## src/rtl/gate_vector_checker_settle_timer.sv

```systemverilog
// Per-vector settle counter: counts WAIT cycles and flags when the gate
// has had SETTLE full cycles with a stable input vector.
module settle_timer #(
    parameter int SETTLE = 2
) (
    input  logic i_clk,
    input  logic i_rst,
    input  logic i_clear,
    input  logic i_enable,
    output logic o_expired
);

    localparam logic [3:0] LAST_COUNT = 4'(SETTLE - 1);

    logic [3:0] r_count;

    // NOTE: state registers use non-blocking assignments so every flop samples
    // pre-edge values; blocking here would create order-dependent races.
    always_ff @(posedge i_clk) begin
        if (i_rst || i_clear) begin
            r_count <= 4'd0;
        end else if (i_enable && !o_expired) begin
            r_count <= r_count + 4'd1;
        end
    end

    assign o_expired = (r_count == LAST_COUNT);

endmodule

```

## config.mk

```make
export PLATFORM = sky130hd
export DESIGN_NAME = settle_timer
export DESIGN_NICKNAME = d
export VERILOG_FILES = /design/src/rtl/gate_vector_checker_settle_timer.sv
export SDC_FILE = /design/constraint.sdc
export NUM_CORES = 1
export LEC_CHECK = 0
export CAP_MARGIN = 40
export CORE_AREA = 2 2 39 41
export DETAILED_ROUTE_END_ITERATION = 12
export DIE_AREA = 0 0 41 43
export GPL_TIMING_DRIVEN = 0
export SLEW_MARGIN = 30
export SYNTH_ARGS = -nofsm -noshare
export SYNTH_HDL_FRONTEND = slang
export SYNTH_SLANG_ARGS = --single-unit
```

## constraint.sdc

```tcl
create_clock -name i_clk -period 1.21 [get_ports i_clk]
set_input_delay 0.3025 -clock i_clk [delete_from_list [all_inputs] [get_ports i_clk]]
set_output_delay 0.3025 -clock i_clk [all_outputs]
set_load 0.1 [all_outputs]
```

==> run_results.csv <==
group,metric,value,unit
detailed_routing,wl_per_cell,10.0,um
clocking,clk_latency,0.24,ns
synth,ys_warn_count,0,
place,gp_congestion,0.709,
final_layout,regArea,85.1,um^2
clocking,cts_sinks,4,
final_layout,final_cell_mix,"4 x buf_4, 3 x nand2_1, 3 x clkbuf_4, 3 x clkdlybuf4s50_1",
sta,worst_slack,-0.324,ns
pwr,p_leak,0.171,nW
run,drv_cap,0,
sta,min_period,1.53,ns
grt,grt_pass1_wl,938,um
final_layout,syn_to_final_growth,91.6,%
place,portBuffers,4,
synth,syn_nets,29,
pwr,p_clk_share,45.9,%
sta,maxSlewHeadroom,85.9,%
floorplan,die_h,43,um
floorplan,rows,14,
synth,synth.yosys.seq_area_share,38.6,%
clocking,hold_buffers,0,
synth,synth_compound_gate_area_share,16.9,%
worst_setup_path,critical_path_class,"reg -> out",
worst_setup_path,crit_fanout,2,
status,violations,"negative setup slack",
sta,setup_viol,4,
pwr,p_comb_share,19.8,%
sta,rsz0062_at_grt,"yes",
synth,synth_xor_area_share,4.22,%
pwr,power_density,1010,mW/mm^2
sta,period_share,127,%
sta,max_freq,0.652,GHz
synth,syn_inst,23,
clocking,cts-root-buf,"clkbuf_4",
detailed_routing,wirelength,540,um
grt,grt.total_usage,8.84,%
clocking,cts_made_buffers,3,
final_layout,final_util,28.8,%
synth,synth.avg_cell_area,9.03,um^2
floorplan,fp.dieW,41,um
final_layout,drive_gt1_share,50.0,%
sta,clock_skew,0.00257,ns
detailed_routing,drc,0,
detailed_routing,initialDrtViolationCount,4,
worst_setup_path,start_kind,"flip-flop",
detailed_routing,dr.pass1.iters,2,
detailed_routing,viasPerCell,4.39,
synth,ys_types,13,
final_layout,multi_input_area,151,um^2
synth,synth-seq-cells,4,
synth,netlist_area,208,um^2
min_path,hold_path_class,"reg -> reg",
synth,yosys.area_share.simple,24.7,%
detailed_routing,drtAntennaViolNets,0,
grt,grt_max_degree,5,
sta,holdWs,0.522,ns
clocking,cts_tree,"built",
final_layout,largest_reg_flops,4,
worst_setup_path,cp_data_arrival_time,1.23,ns
worst_setup_path,cp.required,0.91,ns
final_layout,fill_cells,148,
sta,hold_viol_final,0,
final_layout,reg_top3,"r_count x4",
pwr,p_int,303,uW
clocking,h-tree-depth,1,
worst_setup_path,worstSetupEndpointType,"output port",
floorplan,die_area,0.00176,mm^2
pwr,ir_drop,431,uV
final_layout,final_nets,45,
status,outcome,"finished, violations left",
clocking,clkSlewWorstSetupHoldPaths,0.04,ns
synth,synth_top_family_by_area,"simple AND/OR/NAND/NOR gates",
final_layout,diodes,0,
detailed_routing,via_count,237,
sta,slew_viol_final,0,
final_layout,final_common_cell,"buf_4",
grt,grt_pass1_vias,245,
pwr,p_sw,99.4,uW
final_layout,top_register,"r_count",
pwr,swShare,24.7,%
pwr,pwr-share-seq,34.3,%
clocking,clockBufferDepth,2,
grt,antenna_found_initial,0,
synth,muxShareOfSynthArea,0,%
floorplan,core,0.00138,mm^2
floorplan,initial_core_util,15.0,%
floorplan,pin_count,5,
grt,overflow,0,
sta,tightestPinTransition,0.211,ns
synth,synth_adder_area_share,12.0,%
place,detailed_place_hpwl,327,um
-- final timing paths --
path         slack, ns    endpoint       start  depth (start not counted)
max              -0.32   o_expired  r_count[1]                          5
min               0.52  r_count[2]  r_count[2]                          2
max reg2reg      -0.27  r_count[0]  r_count[1]                          7
min reg2reg       0.52  r_count[2]  r_count[2]                          2
-- cell type report --
type | count | share of cell area (%)
Timing Repair Buffer | 11 | 27.0
Multi-Input combinational cell | 17 | 38.1
Clock buffer | 4 | 6.60
Inverter | 2 | 1.89
Tap cell | 16 | 5.03
Sequential cell | 4 | 21.4
-- stage by stage --
step	setup TNS, ns	cells	instance area (um^2)	power (mW)	worst slack, ns
6_report	-0.905	54	398	0.402	-0.324
4_1_cts	-0.928	54	394	0.409	-0.338
5_1_grt	-1.10	54	398	0.428	-0.384
3_5_place_dp	-1.31	44	307	0.197	-0.648
3_3_place_gp	-1.61	43	292	0.190	-1.06
2_1_floorplan	-2.13	23	231	0.172	-0.555
-- critical path: stages (launching register included) --
cell     delay (ns)
dfxtp_2        0.32
inv_2          0.07
ha_4           0.12
nor3b_4        0.17
buf_2          0.15
buf_12         0.17
-- metal layers --
layer | GRT usage [%] | part of all wire, % | up-vias
met3 | 3.14 | 2.2 | 2
li1 | - | - | 112
met5 | 0 | 0 | -
met2 | 14.1 | 56 | 6
met1 | 7.07 | 39 | 117
met4 | 10.0 | 1.7 | 0
-- power groups by stage --
stage               Combinational (mW)  Clock, mW  Sequential, mW
finish                          0.0796      0.185           0.138
global route                    0.0866      0.203           0.138
CTS                             0.0779      0.193           0.138
detailed placement              0.0556          0           0.142
global placement                0.0491          0           0.141
floorplan                       0.0312          0           0.141
-- cell families after synthesis --
logic type      count (synthesis)
simple gates                    9
compound gates                  5
flops                           4
buf+inv                         2
fa+ha+maj                       2
xor+xnor                        1
-- Yosys cell counts --
cell type	number	share of area (%)
o21ai_0	2	4.8
nor3b_2	1	6.0
inv_1	2	3.6
nor2_1	1	1.8
xor2_1	1	4.2
dfxtp_1	4	39
or3_1	2	6.0
nor3_1	1	2.4
nand2_1	3	5.4
o211a_1	1	4.8
a21boi_1	2	7.2
nand4_1	1	3.0
ha_1	2	12
-- repair_timing --
action / CTS / global route
endpoints found under the setup margin: 2 / 4
buffers inserted: 6 / 1
gates resized for setup: 9 / 2
pin swaps: 3 / 3
Power figures use the tool's default switching activity.
